===== config.mk =====
export PLATFORM = sky130hd
export DESIGN_NAME = keypad_scanner
export DESIGN_NICKNAME = d
export VERILOG_FILES = /design/src/rtl/keypad_scanner.sv
export SDC_FILE = /design/constraint.sdc
export NUM_CORES = 1
export LEC_CHECK = 0
export CORE_MARGIN = 4
export CORE_UTILIZATION = 65
export DETAILED_ROUTE_END_ITERATION = 8
export DONT_BUFFER_PORTS = 1
export PLACE_DENSITY_LB_ADDON = 0.1
export SYNTH_ARGS = -nofsm -noshare
export SYNTH_HDL_FRONTEND = slang
export SYNTH_SLANG_ARGS = --single-unit

===== constraint.sdc =====
create_clock -name Clock -period 4.1 [get_ports Clock]
set_input_delay 0.205 -clock Clock [delete_from_list [all_inputs] [get_ports Clock]]
set_output_delay 0.205 -clock Clock [all_outputs]
set_load 0.005 [all_outputs]

===== src/rtl/keypad_scanner.sv =====
// rtl/keypad_scanner.sv - 4x4 key matrix scanner with debounce, one KeyValid pulse per press
// Optional auto-repeat while held: define KEYPAD_REPEAT_EN.
module keypad_scanner #(
  parameter int SETTLE_CYCLES   = 16,
  parameter int DEBOUNCE_CYCLES = 50000,
  parameter int REPEAT_CYCLES   = 25000000
) (
  input  logic       Clock,
  input  logic       Reset,
  input  logic       En,
  input  logic [3:0] Row,
  output logic [3:0] Col,
  output logic [3:0] Key,
  output logic       KeyValid,
  output logic       KeyHeld
);

  localparam int SW = $clog2(SETTLE_CYCLES);
  localparam int DW = $clog2(DEBOUNCE_CYCLES + 1);
  localparam logic [SW-1:0] DWELL_LAST = SW'(SETTLE_CYCLES - 1);
  localparam logic [DW-1:0] DB_LAST    = DW'(DEBOUNCE_CYCLES - 1);

  if (SETTLE_CYCLES < 2 || DEBOUNCE_CYCLES < 1 || REPEAT_CYCLES < 1) begin : g_param_check
    $error("keypad_scanner: parameter out of range");
  end

  typedef enum logic [1:0] {S_SCAN, S_PRESS_DB, S_HELD} state_e;

  state_e        state_q;
  logic [3:0]    sync1_q, rs_q;
  logic [1:0]    ci_q;
  logic [3:0]    col_q, key_q, pat_q;
  logic          key_valid_q, key_held_q;
  logic [SW-1:0] dwell_q;
  logic [DW-1:0] db_q, rel_q;
  logic [1:0]    ci_d;
  logic [1:0]    row_idx;

`ifdef KEYPAD_REPEAT_EN
  localparam int RW = $clog2(REPEAT_CYCLES + 1);
  localparam logic [RW-1:0] REP_LAST = RW'(REPEAT_CYCLES - 1);
  logic [RW-1:0] rep_q;
`endif

  function automatic logic [3:0] col_of(input logic [1:0] c);
    return ~(4'b0001 << c);
  endfunction

  assign ci_d = ci_q + 2'd1;

  // Lowest-numbered low row wins when several rows on one column are closed.
  always_comb begin
    row_idx = 2'd0;
    for (int i = 3; i >= 0; i--) begin
      if (!pat_q[i]) row_idx = 2'(i);
    end
  end

  always_ff @(posedge Clock or posedge Reset) begin
    if (Reset) begin
      sync1_q <= 4'hF;
      rs_q    <= 4'hF;
    end else begin
      sync1_q <= Row;
      rs_q    <= sync1_q;
    end
  end

  always_ff @(posedge Clock or posedge Reset) begin
    if (Reset) begin
      state_q     <= S_SCAN;
      ci_q        <= 2'd0;
      col_q       <= 4'hF;
      key_q       <= 4'h0;
      pat_q       <= 4'hF;
      key_valid_q <= 1'b0;
      key_held_q  <= 1'b0;
      dwell_q     <= '0;
      db_q        <= '0;
      rel_q       <= '0;
`ifdef KEYPAD_REPEAT_EN
      rep_q       <= '0;
`endif
    end else begin
      key_valid_q <= 1'b0;
      if (!En) begin
        state_q    <= S_SCAN;
        ci_q       <= 2'd0;
        col_q      <= 4'hF;
        key_held_q <= 1'b0;
        dwell_q    <= '0;
        db_q       <= '0;
        rel_q      <= '0;
`ifdef KEYPAD_REPEAT_EN
        rep_q      <= '0;
`endif
      end else if (col_q == 4'hF) begin
        // Strobe the first column before dwell counting so it gets a full settle window.
        col_q <= col_of(ci_q);
      end else begin
        case (state_q)
          S_SCAN: begin
            if (dwell_q == DWELL_LAST) begin
              dwell_q <= '0;
              if (rs_q == 4'hF) begin
                ci_q  <= ci_d;
                col_q <= col_of(ci_d);
              end else begin
                pat_q   <= rs_q;
                db_q    <= '0;
                state_q <= S_PRESS_DB;
              end
            end else begin
              dwell_q <= dwell_q + 1'b1;
            end
          end
          S_PRESS_DB: begin
            if (rs_q != pat_q) begin
              db_q    <= '0;
              ci_q    <= ci_d;
              col_q   <= col_of(ci_d);
              state_q <= S_SCAN;
            end else if (db_q == DB_LAST) begin
              db_q        <= '0;
              rel_q       <= '0;
              key_q       <= {row_idx, ci_q};
              key_valid_q <= 1'b1;
              key_held_q  <= 1'b1;
`ifdef KEYPAD_REPEAT_EN
              rep_q       <= '0;
`endif
              state_q     <= S_HELD;
            end else begin
              db_q <= db_q + 1'b1;
            end
          end
          S_HELD: begin
            if (rs_q == 4'hF && rel_q == DB_LAST) begin
              rel_q      <= '0;
              key_held_q <= 1'b0;
              ci_q       <= ci_d;
              col_q      <= col_of(ci_d);
              state_q    <= S_SCAN;
`ifdef KEYPAD_REPEAT_EN
              rep_q      <= '0;
`endif
            end else begin
              rel_q <= (rs_q == 4'hF) ? rel_q + 1'b1 : '0;
`ifdef KEYPAD_REPEAT_EN
              if (rel_q != '0) begin
                rep_q <= '0;
              end else if (rep_q == REP_LAST) begin
                rep_q       <= '0;
                key_valid_q <= 1'b1;
              end else begin
                rep_q <= rep_q + 1'b1;
              end
`endif
            end
          end
          default: state_q <= S_SCAN;
        endcase
      end
    end
  end

  assign Col      = col_q;
  assign Key      = key_q;
  assign KeyValid = key_valid_q;
  assign KeyHeld  = key_held_q;

endmodule


After elaboration in Yosys (flattened, before gate mapping)
Index checks and enable logic that the tools add are counted.
{"block": "op_classes", "magnitude_cmp": 0, "shift": 2, "n_reduce_logical": 11, "addsub": 4, "mul": 0, "mux": 55, "eq_ne": 26, "div": 0, "n_bitwise": 5}
{"operator": "16-bit two-way mux", "count": 12}
{"operator": "16-bit one-hot mux with 2 select lines", "count": 2}
{"operator": "4-bit two-way mux", "count": 10}
{"operator": "2-bit two-way mux", "count": 17}
{"operator": "16-bit by 1-bit adder with 16-bit output (second input constant)", "count": 2}
{"operator": "16-bit == test (second input constant)", "count": 2}
{"operator": "5-bit AND reduction", "count": 5}
{"operator": "3-bit inequality test (second input constant)", "count": 7}
{"operator": "4-bit inequality test (second input constant)", "count": 5}
{"operator": "4-bit == test (second input constant)", "count": 3}
{"operator": "2-bit one-hot mux with 3 select lines", "count": 2}
{"operator": "4-bit one-hot mux with 3 select lines", "count": 1}
{"operator": "1-bit two-way mux", "count": 10}
{"operator": "4-bit inverter", "count": 2}
{"operator": "4-bit AND reduction", "count": 2}
{"operator": "1-bit by 2-bit left shift with 4-bit output (first input constant)", "count": 2}
{"operator": "3-bit by 1-bit inequality test with 1-bit output (second input constant)", "count": 2}
{"operator": "6-bit AND reduction", "count": 1}
{"operator": "5-bit by 1-bit inequality test with 1-bit output (second input constant)", "count": 1}
{"operator": "4-bit by 1-bit adder with 4-bit output (second input constant)", "count": 1}
{"operator": "4-bit by 1-bit inequality test with 1-bit output (second input constant)", "count": 1}
{"operator": "4-bit inequality test", "count": 1}
{"operator": "1-bit inverter", "count": 3}
{"operator": "2-bit by 1-bit adder with 2-bit output (second input constant)", "count": 1}
{"operator": "other kinds (8)", "count": 8}
{"block": "word_totals", "mem_bits_ro": 0, "latch_bits": 0, "out_inout_bits": 10, "memories": 0, "regBits": 62, "in_bits": 7, "mem_bits_rw": 0, "word_cells": 115}

Logic depth before layout (Yosys ltp)
{"block": "depth", "word_depth": 8, "depth_mapped": 9, "depth_no_buf": 8}

Worst setup path before layout
No wires, ideal clock.
{"block": "synth_timing", "path_type": "reg2reg", "from": "reg state_q[0]", "to": "reg db_q[10]", "setup_slack_ns": 2.016, "path_stages_with_launch": 10, "required_ns": 3.968, "n_path_buf": 2, "arrival_ns": 1.952, "synth_period_minus_slack_ns": 2.084, "path_cell_list": "dfrtp_1 inv_1 ha_1 buf_1 a31oi_1 o21ai_1 inv_1 nor2_1 clkbuf_1 nor2_1"}
{"block": "synth_via", "elab_chain_cells": 4, "word_cells_on_any_way": 9, "cone_classes": "eq/ne (4); mux (3); reduce/logical (2)"}
{"element": "start, declared", "line": "29", "rtl": "state_e state_q;"}
{"element": "start signal, assigned", "line": "71", "rtl": "state_q <= S_SCAN;"}
{"element": "start signal, assigned", "line": "87", "rtl": "state_q <= S_SCAN;"}
{"element": "start signal, assigned", "line": "111", "rtl": "state_q <= S_PRESS_DB;"}
{"element": "2-bit by 1-bit == test with 1-bit output / 2-bit zero test (equally long branches)", "line": "101", "rtl": "case (state_q)"}
{"element": "16-bit one-hot mux with 2 select lines", "line": "101"}
{"element": "16-bit two-way mux", "line": "97", "rtl": "end else if (col_q == 4'hF) begin"}
{"element": "16-bit two-way mux", "line": "86", "rtl": "if (!En) begin"}
{"element": "end signal, assigned", "line": "134", "rtl": "db_q <= db_q + 1'b1;"}
{"element": "end, declared", "line": "35", "rtl": "logic [DW-1:0] db_q, rel_q;"}
Several ways; a longest one is shown, not always the timed one. The select of a mux whose other input is x is not followed.
A chain may end at the register's enable or synchronous reset.

Worst setup path after layout
{"block": "layout_timing", "from": "reg rel_q[0]", "to": "reg rel_q[15]"}
{"block": "layout_via", "elab_chain_cells": 6, "word_cells_on_any_way": 8, "cone_classes": "add/sub (1); eq/ne (1); mux (5); reduce/logical (1)"}
{"element": "start, declared", "line": "35"}
{"element": "start signal, assigned", "line": "148", "rtl": "rel_q <= (rs_q == 4'hF) ? rel_q + 1'b1 : '0;"}
{"element": "16-bit by 1-bit adder with 16-bit output / 16-bit == test (equally long branches)", "line": "148, 138"}
{"element": "16-bit two-way mux / 1-bit logical AND (equally long branches)", "line": "148, 138"}
{"element": "16-bit two-way mux (*)", "line": "138", "rtl": "if (rs_q == 4'hF && rel_q == DB_LAST) begin"}
{"element": "16-bit one-hot mux with 2 select lines (*)", "line": "101"}
{"element": "16-bit two-way mux (*)", "line": "97"}
{"element": "16-bit two-way mux (*)", "line": "86"}
Every way passes the cells marked *; elsewhere a longest branch is shown, timed or not. The select of a mux whose other input is x is not followed.

==> impl_metrics.env <==
export IMPL_tightest_slew_ns=1.08
export IMPL_maxSlewViolCount=0
export IMPL_synth_seq_area_share_pct=47.7
export IMPL_slew_headroom_pct=27.0
export IMPL_core_um2=4820
export IMPL_cts_resized_gates=0
export IMPL_post_route_period_util_pct=62.9
export IMPL_finalSetupViolCount=0
export IMPL_synth_enable_flop_cells=0
export IMPL_clkLatencyLatePin_ns=0.34
export IMPL_synth_cell_types=57
export IMPL_setup_ws_ns=1.52
export IMPL_final_nets=354
export IMPL_h_tree_depth=3
export IMPL_hpwlAfterDp_um=4350
export IMPL_wirelength_um=6180
export IMPL_setup_tns_ns=0
export IMPL_antenna_found_initial=0
export IMPL_finalHoldViolCount=0
export IMPL_synth_avg_cell_area_um2=9.98
export IMPL_grt_max_degree=33
export IMPL_drive_gt1_share_pct=14.9
export IMPL_port_buffers=0
export IMPL_outcome="finished clean"
export IMPL_antennaDiodeCount=0
export IMPL_start_kind="register"
export IMPL_preCtsSetupSlack_ns=1.55
export IMPL_grt_pass1_vias=2435
export IMPL_crit_family="simple AND/OR/NAND/NOR gates"
export IMPL_critPathMaxFanout=16
export IMPL_power_leakage_nw=1.53
export IMPL_grt_pass1_wl_um=11100
export IMPL_via_per_inst=6.00
export IMPL_path_cells="ha_1, nand4b_1, nor4_4, nand4b_2, or3_1, o41ai_1"
export IMPL_placed_cells=387
export IMPL_io_pins=17
export IMPL_p_per_area_nw_per_um2=445
export IMPL_cts_made_buffers=9
export IMPL_fin_worst_hold_slack_ns=0.0128
export IMPL_drcViolationCount=0
export IMPL_place_gp_congestion=0.806
export IMPL_post_cts_buffers=0
export IMPL_layout_common_cells="46 x dfrtp_1, 32 x o21ai_0, 31 x nor2_1"
export IMPL_hold_class="in -> reg"
export IMPL_wl_per_cell_um=15.1
export IMPL_fmax_ghz=0.388
export IMPL_start_util_pct=68.4
export IMPL_layout_commonest_cell="dfrtp_1"
export IMPL_dieArea_um2=6270
export IMPL_fin_skew_ns=0.00880
export IMPL_drtIter0Drc=167
export IMPL_clockBufferDepth=2
export IMPL_arrival_ns=2.80
export IMPL_cts_root_buf="clkbuf_8"
export IMPL_async_reset_ff_share_pct=100
export IMPL_finalCriticalPeriod_ns=2.58
export IMPL_synth_flop_cell="dfrtp_1"
export IMPL_clkTransAtPathRegs_ns=0.07
export IMPL_fp_row_count=25
export IMPL_syn_num_nets=347
export IMPL_tritoncts="built"
export IMPL_num_vias=2456
export IMPL_crit_buf_inv=0
export IMPL_syn2layout_area_growth_pct=9.30
export IMPL_grt_usage_pct=22.6
export IMPL_critPathMaxStageDelay_ns=0.67
export IMPL_final_cells=409
export IMPL_ys_ff_latch=62
export IMPL_clock_sinks=62
export IMPL_synth_cell_area_um2=3290
export IMPL_ys_warn_count=0
export IMPL_crit_type="reg -> reg"
export IMPL_ant_nets=0
export IMPL_grt_overflow_total=0
export IMPL_required_ns=4.32
export IMPL_die_height_um=79.2
export IMPL_max_cap_violations=0
export IMPL_rsz0062_at_grt="no"
export IMPL_drt_pass1_iter_count=4
export IMPL_synthCells=330
export IMPL_fillers=348
export IMPL_cp_slowest_cell="or3_1"
export IMPL_fin_util_pct=74.8
export IMPL_ir_drop_v=0.000354
export IMPL_endpoint_kind="register"
export IMPL_fp_dieW_um=79.2
[repair_timing]
action | 4_1_cts | 5_1_grt
hold endpoints to repair | 24 | 0
hold buffers | 6 | 0
endpoints found under the setup margin | 0 | 0
[layer usage]
layer	global-route usage [%]	wire length [µm]	vias to the layer above
li1	-	-	1204
met2	35.9	2920	58
met1	30.3	2980	1190
met4	8.42	40	0
met3	5.22	241	4
met5	0	0	-
[area by class of cell]
cell class	count	area [µm²]	share of cell area, %
multi-input combinational	246	1630	45.3
sequential	62	1570	43.6
clock buffer	10	138	3.82
tap	67	83.8	2.33
clock inverter	6	68.8	1.91
timing repair buffer	7	67.6	1.88
inverter	11	41.3	1.15
[where the power goes]
group / leakage, nW / total, mW / switching, mW / internal, mW
clock network: 0.103 / 0.551 / 0.250 / 0.301
registers: 0.806 / 0.709 / 0.0389 / 0.670
logic: 0.623 / 0.342 / 0.220 / 0.122
[cells by family after synthesis]
group / synth area share (%)
simple gates: 23.0
xor+xnor: 4.52
compound gates: 15.6
buf+inv: 2.81
fa+ha+maj: 3.80
flops: 47.7
mux: 2.54
[synth_stat cells, drive strengths merged (4+ instances only)]
library cell | instances | area, µm²
a21oi | 13 | 65.1
or3 | 4 | 26.3
mux2i | 5 | 50.1
nor2b | 4 | 25.0
and4 | 5 | 47.6
o22a | 4 | 35.0
and3 | 10 | 63.8
xor2 | 15 | 131
nor2 | 31 | 116
clkbuf | 7 | 26.3
nand2b | 6 | 37.5
dfstp | 16 | 420
a31oi | 4 | 25.0
nand3 | 20 | 105
ha | 10 | 125
nand4 | 6 | 37.5
buf | 4 | 25.0
o21ai | 33 | 165
inv | 11 | 41.3
o31ai | 9 | 67.6
nor3 | 4 | 31.3
nand2 | 30 | 113
a22oi | 4 | 30.0
dfrtp | 46 | 1150
[registers in the layout (all words and copies together), names as in the netlist]
register  count
Col           4
Key           4
KeyHeld       1
KeyValid      1
ci_q          2
db_q         16
dwell_q       4
pat_q         4
rel_q        16
rs_q          4
state_q       2
sync1_q       4
[final timing paths]
| kind | from | endpoint | slack [ns] | cells past startpoint |
|---|---|---|---|---|
| max | rel_q[0] | rel_q[15] | 1.52 | 6 |
| min in group asynchronous | Reset | Key[2] | 0.42 | 2 |
| max in group asynchronous | Reset | Col[0] | 2.80 | 3 |
| min reg2reg | sync1_q[0] | rs_q[0] | 0.36 | 0 |
| min | En | ci_q[0] | 0.01 | 2 |
| max reg2reg | rel_q[0] | rel_q[15] | 1.52 | 6 |
[through the flow]
| stage | instance area (µm²) | total power [mW] |
|---|---|---|
| floorplan | 3290 | 0.989 |
| global placement | 3330 | 1.04 |
| detailed placement | 3330 | 1.05 |
| CTS | 3600 | 1.61 |
| global route | 3600 | 1.70 |
| finish | 3600 | 1.60 |
Note: power is estimated with default switching activity, not from simulation.
